==> config.mk <==
export PLATFORM = sky130hd
export DESIGN_NAME = rvbridge_write_fifo
export DESIGN_NICKNAME = d
export VERILOG_FILES = /design/src/rtl/rvbridge_pkg.sv /design/src/rtl/rvbridge_pkt_parser.sv /design/src/rtl/rvbridge_write_fifo.sv
export SDC_FILE = /design/constraint.sdc
export NUM_CORES = 1
export LEC_CHECK = 0
export BUFFER_PORTS_ARGS = -buffer_cell sky130_fd_sc_hd__buf_2
export CORE_ASPECT_RATIO = 1.5
export CORE_MARGIN = 2
export CORE_UTILIZATION = 45
export CTS_BUF_LIST = sky130_fd_sc_hd__clkbuf_4
export DETAILED_ROUTE_END_ITERATION = 7
export PLACE_DENSITY = 0.75
export REMOVE_ABC_BUFFERS = 1
export SLEW_MARGIN = 30
export SYNTH_ARGS = -nofsm -noshare
export SYNTH_HDL_FRONTEND = slang
export SYNTH_SLANG_ARGS = --single-unit
==> constraint.sdc <==
create_clock -name clk -period 2.1 [get_ports clk]
set_clock_uncertainty 0.1 [all_clocks]
set_input_delay 0.42 -clock clk [delete_from_list [all_inputs] [get_ports clk]]
set_output_delay 0.42 -clock clk [all_outputs]
set_load 0.02 [all_outputs]
==> src/rtl/rvbridge_pkg.sv <==
// Shared definitions for the raw-video bridge: parser states, packet type
// constants and the parser-to-datapath event bundle.
package rvbridge_pkg;

  localparam int unsigned PKT_TYPE_WIDTH = 4;

  typedef enum logic [1:0] {
    ST_IDLE    = 2'd0,
    ST_VIDEO   = 2'd1,
    ST_DISCARD = 2'd2
  } state_e;

  localparam logic [PKT_TYPE_WIDTH-1:0] PKT_TYPE_VIDEO = 4'h0;

  // Per-beat events decoded by the packet parser
  typedef struct packed {
    logic hdr;      // accepted header beat (sop)
    logic pix;      // accepted active-video pixel
    logic pix_eop;  // that pixel also closes the packet
    logic trunc;    // header arrived while a video packet was open
    logic clr_cnt;  // video header: restart the pixel count
  } pkt_evt_t;

endpackage

==> src/rtl/rvbridge_pkt_parser.sv <==
// Avalon-ST Video packet parser: tracks packet context and decodes each
// accepted beat into header / pixel events.
module rvbridge_pkt_parser
  import rvbridge_pkg::*;
(
  input  logic                      clk,
  input  logic                      rst_n,
  input  logic                      acc_i,
  input  logic                      sop_i,
  input  logic                      eop_i,
  input  logic [PKT_TYPE_WIDTH-1:0] type_i,
  output pkt_evt_t                  evt_c_o
);

  state_e state_q, state_d;

  always_ff @(posedge clk or negedge rst_n) begin
    if (!rst_n) state_q <= ST_IDLE;
    else        state_q <= state_d;
  end

  // A header is honoured in every state; an eop only closes a packet body
  always_comb begin
    state_d = state_q;
    if (acc_i && sop_i) begin
      if (eop_i)                         state_d = ST_IDLE;
      else if (type_i == PKT_TYPE_VIDEO) state_d = ST_VIDEO;
      else                               state_d = ST_DISCARD;
    end else if (acc_i && eop_i) begin
      state_d = ST_IDLE;
    end
  end

  always_comb begin
    evt_c_o         = '0;
    evt_c_o.hdr     = acc_i & sop_i;
    evt_c_o.pix     = acc_i & ~sop_i & (state_q == ST_VIDEO);
    evt_c_o.pix_eop = evt_c_o.pix & eop_i;
    evt_c_o.trunc   = evt_c_o.hdr & (state_q == ST_VIDEO);
    evt_c_o.clr_cnt = evt_c_o.hdr & (type_i == PKT_TYPE_VIDEO);
  end

endmodule

==> src/rtl/rvbridge_write_fifo.sv <==
// Write-side controller of the raw-video bridge: sinks an Avalon-ST Video
// stream, pushes active pixels into the DC FIFO and reports frame errors.
module rvbridge_write_fifo
  import rvbridge_pkg::*;
#(
  parameter int unsigned DATA_WIDTH      = 24,
  parameter int unsigned FIFO_USED_WIDTH = 10,
  parameter int unsigned FIFO_HIGH_MARK  = 1000,
  parameter int unsigned FRAME_PIXELS    = 2073600,
  parameter int unsigned PIX_CNT_WIDTH   = 22
) (
  input  logic                       clk,
  input  logic                       rst_n,
  input  logic [DATA_WIDTH-1:0]      vst_data,
  input  logic                       vst_valid,
  input  logic                       vst_sop,
  input  logic                       vst_eop,
  output logic                       vst_ready,
  output logic                       fifo_aclr,
  output logic                       fifo_wrreq,
  output logic [DATA_WIDTH-1:0]      fifo_data,
  input  logic                       fifo_full,
  input  logic [FIFO_USED_WIDTH-1:0] fifo_usedw,
  output logic                       frame_done,
  output logic                       len_err,
  output logic                       ovf_err
);

  localparam logic [PIX_CNT_WIDTH-1:0] CNT_MAX   = '1;
  localparam logic [PIX_CNT_WIDTH-1:0] FRAME_CNT = PIX_CNT_WIDTH'(FRAME_PIXELS);

  logic                     acc_c;
  pkt_evt_t                 evt_c;
  logic [PIX_CNT_WIDTH-1:0] pix_cnt_q, pix_cnt_d, pix_cnt_inc_c;
  logic                     vst_ready_q, vst_ready_d;
  logic                     frame_done_q, frame_done_d;
  logic                     len_err_q, len_err_d;
  logic                     ovf_err_q, ovf_err_d;

  assign acc_c = vst_valid & vst_ready_q;

  rvbridge_pkt_parser u_parser (
    .clk     (clk),
    .rst_n   (rst_n),
    .acc_i   (acc_c),
    .sop_i   (vst_sop),
    .eop_i   (vst_eop),
    .type_i  (vst_data[PKT_TYPE_WIDTH-1:0]),
    .evt_c_o (evt_c)
  );

  // Zero-latency FIFO write path; pixels seen while full are dropped
  assign fifo_wrreq = evt_c.pix & ~fifo_full;
  assign fifo_data  = vst_data;
  assign fifo_aclr  = ~rst_n;

  always_comb begin
    pix_cnt_inc_c = (pix_cnt_q == CNT_MAX) ? CNT_MAX : pix_cnt_q + PIX_CNT_WIDTH'(1);
    pix_cnt_d     = pix_cnt_q;
    if (evt_c.clr_cnt)  pix_cnt_d = '0;
    else if (evt_c.pix) pix_cnt_d = pix_cnt_inc_c;

    frame_done_d = evt_c.pix_eop;
    len_err_d    = evt_c.trunc | (evt_c.pix_eop & (pix_cnt_inc_c != FRAME_CNT));
    ovf_err_d    = evt_c.pix & fifo_full;
    // Headroom above the mark covers the one-cycle ready turnaround
    vst_ready_d  = 32'(fifo_usedw) < 32'(FIFO_HIGH_MARK);
  end

  always_ff @(posedge clk or negedge rst_n) begin
    if (!rst_n) begin
      pix_cnt_q    <= '0;
      vst_ready_q  <= 1'b0;
      frame_done_q <= 1'b0;
      len_err_q    <= 1'b0;
      ovf_err_q    <= 1'b0;
    end else begin
      pix_cnt_q    <= pix_cnt_d;
      vst_ready_q  <= vst_ready_d;
      frame_done_q <= frame_done_d;
      len_err_q    <= len_err_d;
      ovf_err_q    <= ovf_err_d;
    end
  end

  assign vst_ready  = vst_ready_q;
  assign frame_done = frame_done_q;
  assign len_err    = len_err_q;
  assign ovf_err    = ovf_err_q;

endmodule
==> out/metrics.yaml, run 1 <==
dp_hpwl_um: 4550
grt_max_degree: 29
async_flop_share: 1.00
yosysTopAreaCell: "dfrtp_1"
initial_core_util: 0.465
slowest_delay_ns: 0.45
p_leak_nw: 1.18
die_area_mm2: 0.00519
grt_pass1_vias: 1995
hold_path_class: "primary input to async pin"
startpoint_type: "flop"
synth_warnings: 0
diodes: 0
num_rows: 30
ys_ff_latch: 28
cts_tree: "done"
grt_overflow: 0
ir_worst_vdd_uv: 311
worst_pin_slew_ns: 0.671
combinationalPowerShare: 0.184
pin_count: 70
rsz0062_at_grt: "yes"
via_count: 2191
clockRootBuffer: "clkbuf_4"
clk_pin_slew_ns: 0.17
area_growth_pct: 28.0
wl_um: 6580
synth_cell_types: 50
fin_crit_sh: 1.00
crit_path_top_delay_cell: "dfrtp_1"
globalplace.congestion: 0.899
slew_viol_final: 0
violations: "setup timing"
clkLatencyLatePin_ns: 0.36
setup-violations-final: 2
cts_max_path_buffers: 2
dr.pass1.iters: 4
syn_inst: 250
max_cap_violations: 0
fin_setup_tns_ns: -0.0154
syn_area_per_cell_um2: 8.31
coreArea_mm2: 0.00447
fin_nets: 339
route.detailed.drc: 0
synth.area.top_cells: "dfrtp_1, buf_4, o21ai_0"
path_class: "flop to flop"
portBuffers: 26
synth_area_mm2: 0.00208
critPathRequiredTime_ns: 2.26
p_sw_frac: 0.270
status: "finished, violations left"
htree_levels: 1
arrival_ns: 2.26
endpoint_kind: "flop"
synth_most_common_cell: "o21ai_0"
die_width_um: 59.5
power_mw: 1.17
synth_top_area_frac: 0.337
drive_above_1_share: 0.391
die_y_um: 87.2
powerDensity_mw_per_mm2: 440
slew_headroom: 0.552
finalWorstPathRequiredPeriod_ns: 2.11
grt_use_total: 0.241
p_int_uw: 855
crit_chain: "buf_6 -> nand4_4 -> or2_4 -> o31ai_1 -> and4_1 -> nor4b_4 -> a31oi_1"
numClockSinks: 28
finalHoldViolCount: 0
seqPwrFrac: 0.494
synth_commonest_cells: "o21ai_0, dfrtp_1, buf_4, nand2_1, a21oi_1"
drtIter0Drc: 107
routedWlPerCell_um: 19.1
worst_slack_ns: -0.00839
vias_per_cell: 6.35
critPathMaxFanout: 5
grt_pass1_wl_um: 9290
yosysSeqAreaShare: 0.337
fmax_ghz: 0.474
numCtsBuffers: 3
synth_edf_count: 0
drtAntennaViolNets: 0
switching_power_uw: 316
placed_area_mm2: 0.00235
design_area_mm2: 0.00266
p_clk_frac: 0.322
grt_antenna_before_repair: 0
ys.flop_type: "dfrtp_1"
## final cells by class
cell class	instances	area, um2
Tap cell	48	60.1
Timing Repair Buffer	78	546
Fill cell	365	1810
Inverter	12	45.0
Sequential cell	28	701
Clock inverter	1	30.0
Clock buffer	3	22.5
Multi-Input combinational cell	175	1260
## final timing paths
path | from | cells past startpoint | endpoint | slack, ns
setup / recovery | pix_cnt_q[1]$_DFFE_PN0P_ | 7 | len_err$_DFF_PN0_ | -0.008
hold reg to reg | u_parser.state_q[1]$_DFFE_PN0P_ | 2 | u_parser.state_q[1]$_DFFE_PN0P_ | 0.45
setup reg to reg | pix_cnt_q[1]$_DFFE_PN0P_ | 7 | len_err$_DFF_PN0_ | -0.008
max in group asynchronous | rst_n | 2 | pix_cnt_q[9]$_DFFE_PN0P_ | 1.60
min in group clk | fifo_usedw[8] | 2 | vst_ready$_DFF_PN0_ | 0.16
hold / removal | rst_n | 2 | pix_cnt_q[10]$_DFFE_PN0P_ | 0.02
## worst max-delay path, delay by kind of cell, from the launching register on
family          cells  cell delay [ns]
compound gates      2             0.45
flops               1             0.45
buf+inv             1             0.14
simple gates        4             0.86
## state kept, by name, indices dropped and copies added, names as in the netlist
name / flops
frame_done: 1
pix_cnt_q: 22
vst_ready: 1
ovf_err: 1
u_parser.state_q: 2
len_err: 1
## kinds of logic (layout without fill, tap and decap cells)
| group | Yosys count | count (layout) | synth area share |
|---|---|---|---|
| fa+ha+maj | 1 | 1 | 0.00602 |
| buf+inv | 47 | 94 | 0.137 |
| flops | 28 | 28 | 0.337 |
| mux | 2 | 2 | 0.00963 |
| simple gates | 89 | 89 | 0.259 |
| compound gates | 74 | 74 | 0.213 |
| xor+xnor | 9 | 9 | 0.0379 |
## layout by cell type (no fill, tap or decap), drive strengths merged
| cell type | n |
|---|---|
| xnor2 | 8 |
| and3 | 3 |
| o2111ai | 1 |
| o22ai | 1 |
| o21a | 2 |
| mux2i | 2 |
| xor2 | 1 |
| o21ai | 33 |
| nor4 | 5 |
| inv | 12 |
| nor3 | 11 |
| dfrtp | 28 |
| a21o | 2 |
| buf | 78 |
| clkbuf | 3 |
| nand2 | 23 |
| o2bb2ai | 2 |
| nand4 | 2 |
| nand2b | 2 |
| nor2b | 1 |
| and2 | 4 |
| bufinv | 1 |
| a211oi | 3 |
| a31oi | 6 |
| nand3 | 14 |
| or3 | 2 |
| a41oi | 1 |
| nor2 | 11 |
| o31ai | 3 |
| or4 | 3 |
| or2b | 1 |
| ha | 1 |
| nor4b | 1 |
| or3b | 1 |
| or2 | 2 |
| a21oi | 14 |
| and4 | 3 |
| o22a | 1 |
| a22o | 5 |
## metrics by stage
step	utilization	hold slack [ns]	setup slack, ns	std cells
4_1_cts	0.543	0.0331	-0.0840	335
5_1_grt	0.596	0.0385	-0.152	345
3_5_place_dp	0.526	0.400	-0.122	331
3_3_place_gp	0.526	0.378	-0.0631	331
6_report	0.596	0.0175	-0.00839	345
2_1_floorplan	-	0.0244	-0.373	215
## power by group through the flow
stage          Clock [mW]  Sequential, mW  Combinational (mW)
2_1_floorplan           0           0.595              0.0696
6_report            0.378           0.578               0.215
5_1_grt             0.398           0.580               0.235
3_3_place_gp            0           0.581               0.181
4_1_cts             0.381           0.572               0.187
3_5_place_dp            0           0.582               0.186
## repair_timing
item                                    in CTS  in global routing
pin swaps                                    1                 10
gates resized for setup                      6                 34
setup buffers                                0                 10
endpoints found under the setup margin      21                 22
hold buffers                                 0                  0
cloned                                       0                  0
## metal layers
layer / vias to the layer above / global-route usage / wire (um)
met5: - / 0 / 0
met4: 0 / 0.149 / 286
met3: 27 / 0.0624 / 563
met2: 140 / 0.390 / 3400
met1: 1052 / 0.277 / 2330
li1: 972 / - / -
(Power assumes the default switching activity.)
==> run 2: changes to the inputs <==
- PLACE_DENSITY: 0.75 -> 0.76
- SYNTH_HIERARCHICAL: default -> 1
==> out/metrics.yaml, run 2 <==
status: "finished, violations left"
violations: "setup timing"
grt_pass1_vias: 1803
largest_reg_flops: 22
grt_overflow: 0
globalplace.congestion: 0.917
hold_path_class: "primary input to flop"
slew_viol_final: 0
cts_max_path_buffers: 2
synth_warnings: 6
placed_area_mm2: 0.00225
critPathRequiredTime_ns: 2.23
endpoint_kind: "flop"
numCtsBuffers: 3
ir_worst_vdd_uv: 472
cts_tree: "done"
drtIter0Drc: 123
htree_levels: 1
diodes: 0
fin_nets: 315
syn_inst: 219
numClockSinks: 28
clk_pin_slew_ns: 0.17
clockRootBuffer: "clkbuf_4"
die_width_um: 57.6
pin_count: 70
finalHoldViolCount: 0
grt_pass1_wl_um: 8810
synth_area_mm2: 0.00194
p_leak_nw: 1.13
grt_max_degree: 29
portBuffers: 26
die_y_um: 84.4
routedWlPerCell_um: 17.7
worst_pin_slew_ns: 0.360
layout_common_cells: "buf_4, dfrtp_1, buf_2, nor2_1, nand3_1"
dp_hpwl_um: 4010
wl_um: 5660
reg_top3: "pix_cnt_q: 22 flops, u_parser/state_q: 2 flops"
layout_commonest_cell: "buf_4"
powerDensity_mw_per_mm2: 419
drive_above_1_share: 0.447
coreArea_mm2: 0.00417
startpoint_type: "flop"
fmax_ghz: 0.476
clkLatencyLatePin_ns: 0.33
grt_use_total: 0.232
syn_area_per_cell_um2: 8.84
num_rows: 29
worst_slack_ns: -0.00304
finalWorstPathRequiredPeriod_ns: 2.10
slew_headroom: 0.760
drtAntennaViolNets: 0
vias_per_cell: 5.90
die_area_mm2: 0.00486
max_cap_violations: 0
grt_antenna_before_repair: 0
critPathMaxFanout: 4
area_growth_pct: 32.0
fin_crit_sh: 1.00
arrival_ns: 2.23
path_class: "flop to flop"
regMostFlops: "pix_cnt_q"
design_area_mm2: 0.00256
route.detailed.drc: 0
dr.pass1.iters: 4
rsz0062_at_grt: "yes"
initial_core_util: 0.464
setup-violations-final: 1
final_util: 0.613
via_count: 1883
-- run 2: path summary, 6_finish.rpt --
check                      cells past startpoint                       from                              end  slack (ns)
min reg2reg                                    1  pix_cnt_q[17]$_DFFE_PN0P_        pix_cnt_q[17]$_DFFE_PN0P_        0.48
min                                            2                    vst_eop  u_parser/state_q[0]$_DFFE_PN0P_        0.19
max reg2reg                                    8   pix_cnt_q[0]$_DFFE_PN0P_                len_err$_DFF_PN0_      -0.003
max in group asynchronous                      3                      rst_n         pix_cnt_q[5]$_DFFE_PN0P_        1.10
max                                            8   pix_cnt_q[0]$_DFFE_PN0P_                len_err$_DFF_PN0_      -0.003
min in group asynchronous                      3                      rst_n        pix_cnt_q[20]$_DFFE_PN0P_        0.50
-- run 2: metal layers --
metal	vias to the layer above	global-route usage	part of all wire
met5	-	0.0549	0
met4	0	0.0719	0.025
met3	12	0.0632	0.066
met2	76	0.369	0.49
met1	894	0.298	0.42
li1	901	-	-
-- run 2: layout make-up --
type,instances,area [um2]
inverters,4,17.5
well taps,46,57.6
multi-input cells,155,1120
flip-flops and latches,28,704
fillers,335,1620
clock inverters,1,30.0
clock buffers,3,22.5
repair buffers,82,599
-- run 2: worst max-delay path: stages, from the launching register on --
cell and delay (ns):
dfrtp_2 0.45, nand4_1 0.18, buf_4 0.20, nor4_4 0.12, buf_4 0.15, xor2_1 0.07, or4_1 0.46, nor4_2 0.16
a31oi_1 0.11
-- run 2: power by group --
part | switching, mW | leakage (nW) | internal (mW)
clock | 0.168 | 0.0279 | 0.193
sequential | 0.0151 | 0.379 | 0.552
combinational | 0.0707 | 0.724 | 0.0708
total | 0.254 | 1.13 | 0.816
-- run 2: timing repair --
action,CTS,global route
pin swaps,5,11
hold buffers,1,0
resized for setup,12,21
setup buffers,6,6
setup endpoints to repair,13,18
endpoints found under the hold margin,28,0
-- run 2: stage by stage --
step	worst slack (ns)	setup TNS [ns]	instances	hold WS [ns]	total power, mW
3_5_place_dp	-0.124	-0.242	302	0.363	0.688
5_1_grt	-0.107	-0.201	319	0.195	1.10
3_3_place_gp	-0.111	-0.118	302	0.359	0.684
2_1_floorplan	-1.90	-39.19	187	0.0244	0.613
4_1_cts	-0.00120	-0.00120	313	0.188	1.07
6_report	-0.00304	-0.00304	319	0.185	1.07
